$ cat config.mk
export PLATFORM = sky130hd
export DESIGN_NAME = multi_channel_down_timer
export DESIGN_NICKNAME = d
export VERILOG_FILES = /design/src/rtl/timer_pkg.sv /design/src/rtl/timer_channel.sv /design/src/rtl/multi_channel_down_timer.sv
export SDC_FILE = /design/constraint.sdc
export NUM_CORES = 1
export LEC_CHECK = 0
export CAP_MARGIN = 20
export CORE_MARGIN = 8
export CORE_UTILIZATION = 45
export CTS_BUF_LIST = sky130_fd_sc_hd__clkbuf_8
export CTS_CLUSTER_DIAMETER = 200
export DETAILED_ROUTE_END_ITERATION = 6
export HOLD_SLACK_MARGIN = 0.1
export PLACE_DENSITY = 0.73
export SETUP_SLACK_MARGIN = 0.2
export SLEW_MARGIN = 20
export SYNTH_ARGS = -nofsm -noshare
export SYNTH_HDL_FRONTEND = slang
export SYNTH_HIERARCHICAL = 1
export SYNTH_SLANG_ARGS = --single-unit
$ cat constraint.sdc
create_clock -name clk -period 4.3 [get_ports clk]
set_input_delay 0.43 -clock clk [delete_from_list [all_inputs] [get_ports clk]]
set_output_delay 0.43 -clock clk [all_outputs]
set_load 0.02 [all_outputs]
$ cat src/rtl/timer_pkg.sv
// timer_pkg: shared state and mode encodings for the down-timer channels.
package timer_pkg;
    typedef enum logic [1:0] {IDLE, RUN, DONE} timer_state_e;
    typedef enum logic {ONE_SHOT = 1'b0, AUTO_RELOAD = 1'b1} timer_mode_e;
endpackage

$ cat src/rtl/timer_channel.sv
// timer_channel: one loadable down-counter with one-shot/auto-reload mode and terminal-count pulse.
module timer_channel
    import timer_pkg::*;
#(
    parameter int N = 8
) (
    input  logic         clk,
    input  logic         reset,
    input  logic         load,
    input  logic [N-1:0] start_val,
    input  logic         mode,
    input  logic         enable,
    input  logic         clear,
    output logic [N-1:0] count,
    output logic         done,
    output logic         tc
);
    timer_state_e state, state_n;
    timer_mode_e  mode_r, mode_n;
    logic [N-1:0] reload_r, reload_n, count_n;
    logic         tc_n, term;

    assign term = (state == RUN) && enable && (count == N'(1));

    always_ff @(posedge clk) begin
        if (reset) begin
            state    <= IDLE;
            count    <= '0;
            reload_r <= '0;
            mode_r   <= ONE_SHOT;
            done     <= 1'b1;
            tc       <= 1'b0;
        end else begin
            state    <= state_n;
            count    <= count_n;
            reload_r <= reload_n;
            mode_r   <= mode_n;
            done     <= state_n != RUN;
            tc       <= tc_n;
        end
    end

    // clear beats load, load beats the count step
    always_comb begin
        state_n  = state;
        count_n  = count;
        reload_n = reload_r;
        mode_n   = mode_r;
        tc_n     = 1'b0;
        if (clear) begin
            count_n = '0;
            state_n = IDLE;
        end else if (load) begin
            count_n  = start_val;
            reload_n = start_val;
            mode_n   = timer_mode_e'(mode);
            state_n  = (start_val != '0) ? RUN : IDLE;
        end else if (term) begin
            tc_n    = 1'b1;
            count_n = (mode_r == AUTO_RELOAD) ? reload_r : '0;
            state_n = (mode_r == AUTO_RELOAD) ? RUN : DONE;
        end else if (state == RUN && enable && count != '0) begin
            count_n = count - N'(1);
        end
    end
endmodule

$ cat src/rtl/multi_channel_down_timer.sv
// multi_channel_down_timer: NCH independent down-timers with packed vectors and a combined tc flag.
module multi_channel_down_timer #(
    parameter int N   = 8,
    parameter int NCH = 4
) (
    input  logic             clk,
    input  logic             reset,
    input  logic [NCH-1:0]   load,
    input  logic [NCH*N-1:0] start_val,
    input  logic [NCH-1:0]   mode,
    input  logic [NCH-1:0]   enable,
    input  logic [NCH-1:0]   clear,
    output logic [NCH*N-1:0] count,
    output logic [NCH-1:0]   done,
    output logic [NCH-1:0]   tc,
    output logic             any_tc
);
    for (genvar i = 0; i < NCH; i++) begin : g_ch
        timer_channel #(.N(N)) u_ch (
            .clk       (clk),
            .reset     (reset),
            .load      (load[i]),
            .start_val (start_val[i*N +: N]),
            .mode      (mode[i]),
            .enable    (enable[i]),
            .clear     (clear[i]),
            .count     (count[i*N +: N]),
            .done      (done[i]),
            .tc        (tc[i])
        );
    end

    assign any_tc = |tc;
endmodule

==> results by group <==
Floorplanning
  • I/O Pins: just over 90
  • Chip height: 117 um
  • Starting density of the core: 45.4%
  • Full die area: roughly 14000 sq um
  • Core area: 10100 sq um
  • Horiz. Die Dim: 117 um
  • Number of rows in the core area: 37

CTS
  • Number of buffers inserted by post-CTS setup repair: 0
  • Clock-pin slew of the registers on the worst-case setup and hold paths: around 0.090 ns
  • Cell chosen for the clock root: sky130_fd_sc_hd__clkbuf_8
  • Number of buffers added by the clock tree synthesis step: 9
  • Clk sinks: between 80 and 90
  • Cells resized by post-CTS repair: 0
  • Hold Buf Count CTS: 0
  • H-Tree Depth: 3
  • CTS tree: done
  • Latest clock arrival within the worst-skew pair: roughly 0.35 ns
  • Buffer levels on the longest clock path: 2

STA
  • Worst hold margin: 0.462 ns
  • Number of setup violations in the final report: 0
  • Shortest clock period the worst path allows after layout: 2.45 ns
  • Peak Freq: around 410 MHz
  • Period utilisation layout: 57.1%
  • Slew @ Worst Pin: 1.06 ns
  • RSZ-0062 raised after global routing: false
  • Total count of max-transition violations in the final report: 0
  • Final hold viol count: 0
  • Minimum setup slack in the final design: about 1.8 ns
  • Worst setup skew after layout: 0.00780 ns
  • Final-layout setup total negative slack: 0 ns
  • Normalized max-slew margin: just under 30%

Placement
  • Final GP Congestion: around 0.90
  • Half-perimeter wire length after placement: between 10 and 15 mm
  • Cell total after placement: between 700 and 800
  • Buffers added on ports: 90
  • Worst slack at placement: approximately 1.6 ns
  • Placed inst area: approximately 5500 sq um

Synthesis
  • Yosys warns: 6
  • Adder and majority gate portion of the synthesized area: approximately 2.2%
  • Simple-gate area share of the yosys netlist: between 20 and 30%
  • Share of the yosys chip area belonging to registers: 36.5%
  • Cells after Synth: 577
  • Async set-or-reset flop fraction in the synthesized netlist: 0%
  • Synth unique cells: 44
  • Xor and xnor fraction of the mapped netlist area: 2.28%
  • Post-synthesis instance area: ~4600 sq um
  • Avg Inst Size Synth: roughly 8 sq um
  • Share of synthesized area spent on multiplexers: 0%
  • Number of enable-type register cells in the synthesized netlist: 0
  • Dominant combinational cell family by area after synthesis: simple AND/OR/NAND/NOR gates
  • Post-synthesis compound-gate area fraction: 25.4%
  • Net count after synthesis: 635
  • Synth Register Bits: 84
  • Dominant register cell in the synthesized netlist: sky130_fd_sc_hd__dfxtp_1

Routing
  • Total number of vias: 4737
  • Routed len/inst: about 17 um
  • Drt initial violations: 390
  • Drt total wl: 13.3 mm
  • Number of search-and-repair iterations in the first detailed-routing pass: 7
  • Via/cell ratio: 5.97
  • Post-detailed-route count of antenna-violating nets: 0
  • Count of unresolved DRC violations after routing: 0

Global route
  • Number of antenna violations at the first check in global routing: 0
  • Via count of the first global-routing pass: 4413
  • Global route overflow: 0
  • First-pass GRT wire length: 21.3 mm
  • Largest net degree at the start of global routing: 27
  • Global-route usage over all layers: 19.3%

Run
  • Number of max-cap violations: 0

Finish
  • Share of the core filled with cells in the final layout: 56.7%
  • Filler Cells Inserted: 943
  • Storage element area: between 1500 and 2000 sq um
  • Post-route insts no fill: 793
  • Diode count: 0
  • Count of nets after finishing: between 700 and 800
  • Area Growth Syn to Fin: 24.8%
  • Proportion of layout cells with a drive suffix above 1: under 10%
  • Final std cell area, no fill: roughly 5700 sq um
  • Area of combinational cells with multiple inputs: 2710 sq um

Worst hold path
  • Worst hold path class: flip-flop to flip-flop
  • Hold path cells: 2

Worst setup path
  • Critical path peak fanout: 26
  • Kind of launch point of the worst setup path: input port
  • Worst R2R Path Depth: 7
  • Slowest cell on the critical path: sky130_fd_sc_hd__clkdlybuf4s50_1
  • Start-to-end type of the worst setup path: input port to flip-flop
  • Critical Path AT: 2.73 ns
  • Required time of the worst setup path: 4.57 ns
  • Delay of the slowest critical-path stage: 0.95 ns
  • Cells along the critical path: clkdlybuf4s50_1 > nor2_1 > o21ai_0 > a31oi_1 > a21boi_0
  • Setup crit end kind: flip-flop

Power
  • Worst supply voltage drop on vdd: 0.147 mV
  • Post-layout total power: ~1.8 mW
  • Power per Cell Area: 318 nW/um^2
  • Leakage power: between 2 and 2.5 nW

Run status
  • Run status: finished, final reports clean
[worst max-delay path, delay by kind of cell]
kind / cells / cell delay (ns)
simple gates: 1 / 0.73
buf+inv: 1 / 0.95
compound gates: 3 / 0.60
[worst paths after layout]
kind,start,to,slack [ns]
setup reg to reg,g_ch[2].u_ch/count[0]$_SDFFE_PP0P_,g_ch[2].u_ch/count[1]$_SDFFE_PP0P_,2.20
hold reg to reg,g_ch[2].u_ch/reload_r[1]$_SDFFE_PP0P_,g_ch[2].u_ch/reload_r[1]$_SDFFE_PP0P_,0.46
hold / removal,g_ch[2].u_ch/reload_r[1]$_SDFFE_PP0P_,g_ch[2].u_ch/reload_r[1]$_SDFFE_PP0P_,0.46
setup / recovery,reset,g_ch[0].u_ch/state[0]$_SDFF_PP0_,1.85
[flip-flops by register name, indices dropped and copies added, names as in the netlist]
| signal | cells |
|---|---|
| g_ch.u_ch/tc | 4 |
| g_ch.u_ch/mode_r | 4 |
| g_ch.u_ch/state | 8 |
| g_ch.u_ch/reload_r | 32 |
| g_ch.u_ch/done | 4 |
| g_ch.u_ch/count | 32 |
[cell usage in the layout, fill, tap and decap left out, drive strengths merged, types with 4 or more instances in the layout]
cell type	Yosys	layout
clkdlybuf4s50	0	90
nand2	88	88
dfxtp	84	84
a21oi	72	72
o21ai	52	52
nor2	36	36
nor3	28	28
nand3	16	16
inv	12	13
a31oi	12	12
xor2	12	12
nor4	12	12
clkbuf	12	10
nor3b	8	8
and4	8	8
nand2b	8	8
or2	8	8
nand4	8	8
a32oi	8	8
ha	8	8
a211oi	8	8
clkinv	4	7
or4	5	5
and3b	4	4
nor4b	4	4
nand3b	4	4
or3b	4	4
a221oi	4	4
o311a	4	4
a221o	4	4
o211a	4	4
a21boi	4	4
o41ai	4	4
or3	4	4
o31ai	4	4
a22oi	4	4
[cell families (layout without fill, tap and decap cells)]
| group | after synthesis | after routing |
|---|---|---|
| adders and majority gates | 8 | 8 |
| DFF | 84 | 84 |
| xor gates and xnor gates | 12 | 12 |
| buffers and inverters | 44 | 124 |
| AOI/OAI and AO/OA | 184 | 184 |
| and+or+nand+nor | 245 | 245 |
[power breakdown]
part	internal (mW)	switching [mW]
Combinational	0.157	0.204
Clock	0.338	0.284
Sequential	0.810	0.0371
Total	1.30	0.525
[layout make-up]
class,count,area share [%]
Timing Repair Buffer,92,15.9
Inverter,16,1.04
Sequential cell,84,29.2
Tap cell,136,2.96
Clock inverter,6,1.37
Multi-Input combinational cell,449,47.1
Clock buffer,10,2.39
[per-layer routing]
metal / vias up / global-route usage (%) / wire length, um
li1: 2279 / - / -
met1: 2242 / 25.1 / 5980
met2: 201 / 31.2 / 6210
met3: 15 / 4.36 / 964
met4: 0 / 5.38 / 126
met5: - / 0 / 0
[cells in the mapped netlist, types with 8 or more instances]
| cell type | count | area, sq um |
|---|---|---|
| sky130_fd_sc_hd__ha_1 | 8 | 100 |
| sky130_fd_sc_hd__nor3_1 | 20 | 100 |
| sky130_fd_sc_hd__xor2_1 | 12 | 105 |
| sky130_fd_sc_hd__nand3_1 | 16 | 80.1 |
| sky130_fd_sc_hd__nand2b_1 | 8 | 50.1 |
| sky130_fd_sc_hd__nand4_1 | 8 | 50.1 |
| sky130_fd_sc_hd__buf_2 | 8 | 40.0 |
| sky130_fd_sc_hd__a21oi_1 | 72 | 360 |
| sky130_fd_sc_hd__nor3b_1 | 8 | 60.1 |
| sky130_fd_sc_hd__o21ai_0 | 48 | 240 |
| sky130_fd_sc_hd__a32oi_1 | 8 | 70.1 |
| sky130_fd_sc_hd__or2_2 | 8 | 50.1 |
| sky130_fd_sc_hd__nand2_1 | 88 | 330 |
| sky130_fd_sc_hd__nor3_2 | 8 | 80.1 |
| sky130_fd_sc_hd__nor2_1 | 32 | 120 |
| sky130_fd_sc_hd__and4_1 | 8 | 70.1 |
| sky130_fd_sc_hd__inv_1 | 12 | 45.0 |
| sky130_fd_sc_hd__nor4_1 | 8 | 50.1 |
| sky130_fd_sc_hd__a31oi_1 | 12 | 75.1 |
| sky130_fd_sc_hd__clkbuf_1 | 12 | 45.0 |
| sky130_fd_sc_hd__dfxtp_1 | 84 | 1680 |
No activity file was read; power rests on OpenSTA's default activity.
